## src/rtl/shift_exec_pipe.sv

```systemverilog
// Two-stage shift/rotate execute pipe: S1 latches the operand, S2 latches the result; 2-cycle latency, 1 op/cycle.
// Valid/ready on both sides; out_ready low stalls S2 then S1, and in_ready drops once both are full.
module shift_exec_pipe #(
  parameter int OPERAND_WIDTH = 16,
  parameter int SHAMT_WIDTH   = 4
) (
  input  logic                     clk,
  input  logic                     rst_n,
  input  logic                     in_valid,
  output logic                     in_ready,
  input  logic [2:0]               in_op,
  input  logic [OPERAND_WIDTH-1:0] in_data,
  input  logic [SHAMT_WIDTH-1:0]   in_shamt,
  input  logic [2:0]               in_rd,
  input  logic                     flush,
  output logic                     out_valid,
  input  logic                     out_ready,
  output logic [OPERAND_WIDTH-1:0] out_data,
  output logic [2:0]               out_rd,
  output logic                     out_err,
  output logic                     busy
);

  localparam logic [2:0] OP_SLL = 3'b000;
  localparam logic [2:0] OP_SRL = 3'b001;
  localparam logic [2:0] OP_SRA = 3'b010;
  localparam logic [2:0] OP_ROL = 3'b011;
  localparam logic [2:0] OP_ROR = 3'b100;

  logic                     s1_valid;
  logic [2:0]               s1_op;
  logic [OPERAND_WIDTH-1:0] s1_data;
  logic [SHAMT_WIDTH-1:0]   s1_shamt;
  logic [2:0]               s1_rd;

  logic                     s2_valid;
  logic [OPERAND_WIDTH-1:0] s2_data;
  logic [2:0]               s2_rd;
  logic                     s2_err;

  logic s2_load;
  logic accept;

  // in_ready never looks at in_valid, so upstream can't form a combinational loop through it.
  assign s2_load  = s1_valid && (!s2_valid || out_ready);
  assign in_ready = !flush && (!s1_valid || s2_load);
  assign accept   = in_valid && in_ready;

  logic op_legal;
  logic go_left;
  logic rotate;
  logic arith;

  always_comb begin
    op_legal = (s1_op <= OP_ROR);
    go_left  = (s1_op == OP_SLL) || (s1_op == OP_ROL);
    rotate   = (s1_op == OP_ROL) || (s1_op == OP_ROR);
    arith    = (s1_op == OP_SRA);
  end

  // Log shifter: stage k moves by 2**k when shamt[k] is set; the last stage moves by half the width.
  for (genvar k = 0; k < SHAMT_WIDTH; k++) begin : g_stage
    localparam int SH = 1 << k;
    logic [OPERAND_WIDTH-1:0] d;
    logic [OPERAND_WIDTH-1:0] q;
    logic [OPERAND_WIDTH-1:0] shl;
    logic [OPERAND_WIDTH-1:0] shr;
    logic [SH-1:0]            lo_fill;
    logic [SH-1:0]            hi_fill;

    if (k == 0) begin : g_first
      assign d = s1_data;
    end else begin : g_next
      assign d = g_stage[k-1].q;
    end

    assign lo_fill = rotate ? d[OPERAND_WIDTH-1 -: SH] : '0;
    assign hi_fill = rotate ? d[SH-1:0] : (arith ? {SH{s1_data[OPERAND_WIDTH-1]}} : '0);
    assign shl     = {d[OPERAND_WIDTH-SH-1:0], lo_fill};
    assign shr     = {hi_fill, d[OPERAND_WIDTH-1:SH]};
    assign q       = !s1_shamt[k] ? d : (go_left ? shl : shr);
  end

  logic [OPERAND_WIDTH-1:0] result;
  assign result = op_legal ? g_stage[SHAMT_WIDTH-1].q : s1_data;

  always_ff @(posedge clk or negedge rst_n) begin
    if (!rst_n) begin
      s1_valid <= 1'b0;
      s2_valid <= 1'b0;
    end else if (flush) begin
      s1_valid <= 1'b0;
      s2_valid <= 1'b0;
    end else begin
      s1_valid <= accept || (s1_valid && !s2_load);
      s2_valid <= s2_load || (s2_valid && !out_ready);
    end
  end

  always_ff @(posedge clk or negedge rst_n) begin
    if (!rst_n) begin
      s1_op    <= '0;
      s1_data  <= '0;
      s1_shamt <= '0;
      s1_rd    <= '0;
    end else if (accept) begin
      s1_op    <= in_op;
      s1_data  <= in_data;
      s1_shamt <= in_shamt;
      s1_rd    <= in_rd;
    end
  end

  always_ff @(posedge clk or negedge rst_n) begin
    if (!rst_n) begin
      s2_data <= '0;
      s2_rd   <= '0;
      s2_err  <= 1'b0;
    end else if (s2_load && !flush) begin
      s2_data <= result;
      s2_rd   <= s1_rd;
      s2_err  <= !op_legal;
    end
  end

  assign out_valid = s2_valid;
  assign out_data  = s2_data;
  assign out_rd    = s2_rd;
  assign out_err   = s2_err;
  assign busy      = s1_valid || s2_valid;

endmodule

```

## config.mk

```make
export PLATFORM = sky130hd
export DESIGN_NAME = shift_exec_pipe
export DESIGN_NICKNAME = d
export VERILOG_FILES = /design/src/rtl/shift_exec_pipe.sv
export SDC_FILE = /design/constraint.sdc
export NUM_CORES = 1
export LEC_CHECK = 0
export ABC_AREA = 1
export CAP_MARGIN = 20
export CELL_PAD_IN_SITES_DETAIL_PLACEMENT = 0
export CELL_PAD_IN_SITES_GLOBAL_PLACEMENT = 1
export CORE_UTILIZATION = 45
export DETAILED_ROUTE_END_ITERATION = 16
export DONT_BUFFER_PORTS = 1
export PLACE_DENSITY = 0.76
export SETUP_SLACK_MARGIN = 0.02
export SLEW_MARGIN = 20
export SYNTH_ARGS = -nofsm -noshare
export SYNTH_HDL_FRONTEND = slang
export SYNTH_SLANG_ARGS = --single-unit
```

## constraint.sdc

```tcl
create_clock -name clk -period 2.6 [get_ports clk]
set_input_delay 0.52 -clock clk [delete_from_list [all_inputs] [get_ports clk]]
set_output_delay 0.52 -clock clk [all_outputs]
set_load 0.03 [all_outputs]
```

==> results.cfg <==
[critical_path]
cp_top_family = simple AND/OR/NAND/NOR gates
critical_path_class = flop to flop
worstPathArrival_ns = 2.42
crit_buf_inv = 2
cpMostUsedCell = nand2_1
cp_max_fo = 23
cp.required_ns = 2.81
critPathSlowestCell = dfrtp_1
cpPeakStageDelay_ns = 0.40
cp-end-kind = flop
start_kind = flop
cp_cell_sequence = bufinv_8 -> nand3_4 -> nand2_4 -> nand2_1 -> nand2_1 -> nand2_1 -> nand3_1 -> nand2_1 -> inv_1 -> nand2_1 -> nand3_1 -> nand3_1 -> nand3_1 -> nand2_1 -> nand2_1 -> nand2_1 -> nand2_1 -> nand2_1

[floorplanning]
core_area_um2 = 7850
dieWidth_um = 92.6
initial_utilization_pct = 47.0
die_h_um = 92.6
ios = 54
dieArea_um2 = 8570
rows = 32

[routing]
detail_route.vias_per_cell = 5.59
wl_per_cell_um = 17.0
drtPass1Iterations = 5
drc_errors = 0
drt_iter0_drc = 190
vias = 3750
antenna_left = 0
routed_wirelength_um = 11400

[timing]
max_slew.worst_pin.slew_ns = 0.827
slew_violations = 0
period_share_pct = 85.0
period_minus_slack_ns = 2.21
max-slew-margin-rel_pct = 44.9
hold_viol_final = 0
skew_ns = 0.0135
max_freq_mhz = 453
rsz0062_at_grt = no
tns_ns = 0
finalSetupViolCount = 0

[final_layout]
area_growth_pct = 4.61
fin_nets = 600
final_common_cell = nand2_1
layout-drive-gt1-share_pct = 10.2
final_cell_mix = nand2_1, nand3_1, dfrtp_1
insertedDiodeCount = 0
postLayoutCellArea_um2 = 3860
instances_no_fill = 671

[power]
leakage_nw = 2.12
power_per_cell_area_nw_per_um2 = 769
vdd_drop_max_mv = 0.348

[logic_synthesis]
synth.top_cell.area_share_pct = 32.6
synth_area_leaders = dfrtp_1, nand2_1, nand3_1
syn_inst = 580
ys_types = 26
ys_seq_area_share_pct = 32.6
synth_area_um2 = 3690
synth.avg_cell_area_um2 = 6.36
ys_seq_elements = 48
syn_nets = 611
ys_warn_count = 0
synth_top_area_cell = dfrtp_1

[clock_network]
tritoncts = built
htree_levels = 2
ctsResizeCount = 0
post_cts_buffers = 0
cts_root_buf = clkbuf_8
clock_path_buffers = 2
cts_sinks = 48
clkTransAtPathRegs_ns = 0.10
clkLatencyLatePin_ns = 0.31
numCtsBuffers = 5

[global_route]
grt_max_degree = 49
grt_pass1_wl_um = 18500
grt_usage_pct = 28.4
grt-ovfl-total = 0
antenna_found_initial = 0
grt_pass1_vias = 3679

[worst_hold_path]
min_path_type = input pin to async pin

[placed_design]
gp_congestion = 0.931
placed_area_um2 = 3740
hpwlAfterDp_um = 8540
port_buffers = 0
place_inst = 663

[outcome]
status = finished clean

[job]
maxCapViolations = 0
[Yosys cell counts, drive strengths merged]
cell type,number
a21oi,31
buf,16
bufinv,1
clkbuf,12
clkinv,5
dfrtp,48
inv,48
mux2,1
nand2,223
nand3,135
nand4,1
nor2,34
nor3,1
o211ai,4
o21ai,20
[layer usage]
| layer | track usage [%] | routed length, um | up-vias |
|---|---|---|---|
| met4 | 11.1 | 336 | 0 |
| met3 | 4.11 | 580 | 22 |
| li1 | - | - | 1845 |
| met2 | 45.9 | 5180 | 119 |
| met1 | 38.1 | 5340 | 1764 |
| met5 | 0 | 0 | - |
[final cells by class]
cell class	instances	area, um^2
clock buffer	6	82.6
inverter	54	216
sequential	48	1200
tap	102	128
timing repair buffer	10	108
clock inverter	1	8.76
multi-input combinational	450	2120
fill	870	3990
[metrics by stage]
stage                     worst slack [ns]  power, mW  hold slack (ns)  util, %
final                                0.391       2.97           0.0240     49.2
after floorplan                      0.792       2.16            0.224        -
after global routing                 0.163       3.19           0.0405     49.2
after CTS                            0.419       2.96           0.0501     49.2
after global placement               0.446       2.45            0.226     47.7
after detailed placement             0.418       2.46            0.226     47.7
[registers in the layout (all words and copies together) (netlist names)]
register   count
g_stage.d     16
out_data      16
out_err        1
out_rd         3
out_valid      1
s1_op          3
s1_rd          3
s1_shamt       4
s1_valid       1
[cell families (layout without fill, tap and decap cells)]
logic type	Yosys count	count (layout)	share of synthesized area [%]
buffers and inverters	82	71	10.2
DFF	48	48	32.6
and+or+nand+nor	394	394	49.0
AOI/OAI and AO/OA	55	55	7.93
muxes	1	1	0.305
[power by group]
group	switching, mW	leakage, nW	internal, mW
Sequential	0.335	0.556	0.889
Combinational	0.859	1.52	0.404
Clock	0.268	0.0473	0.213
Total	1.46	2.12	1.51
[repair_timing]
action,in CTS,in global routing
setup endpoints to repair,0,0
hold buffers,1,0
endpoints found under the hold margin,48,0
[final timing paths]
| check | from | to | slack, ns | cells after the start |
|---|---|---|---|---|
| hold / removal | rst_n | s1_shamt[1] | 0.02 | 1 |
| hold reg to reg | s1_rd[0] | s1_rd[0] | 0.51 | 2 |
| min in group clk | flush | s1_valid | 0.26 | 1 |
| setup / recovery | s1_op[2] | out_data[9] | 0.39 | 18 |
| setup reg to reg | s1_op[2] | out_data[9] | 0.39 | 18 |
| max in group asynchronous | rst_n | s1_shamt[3] | 2.32 | 1 |
No activity file was read; power rests on OpenSTA's default activity.
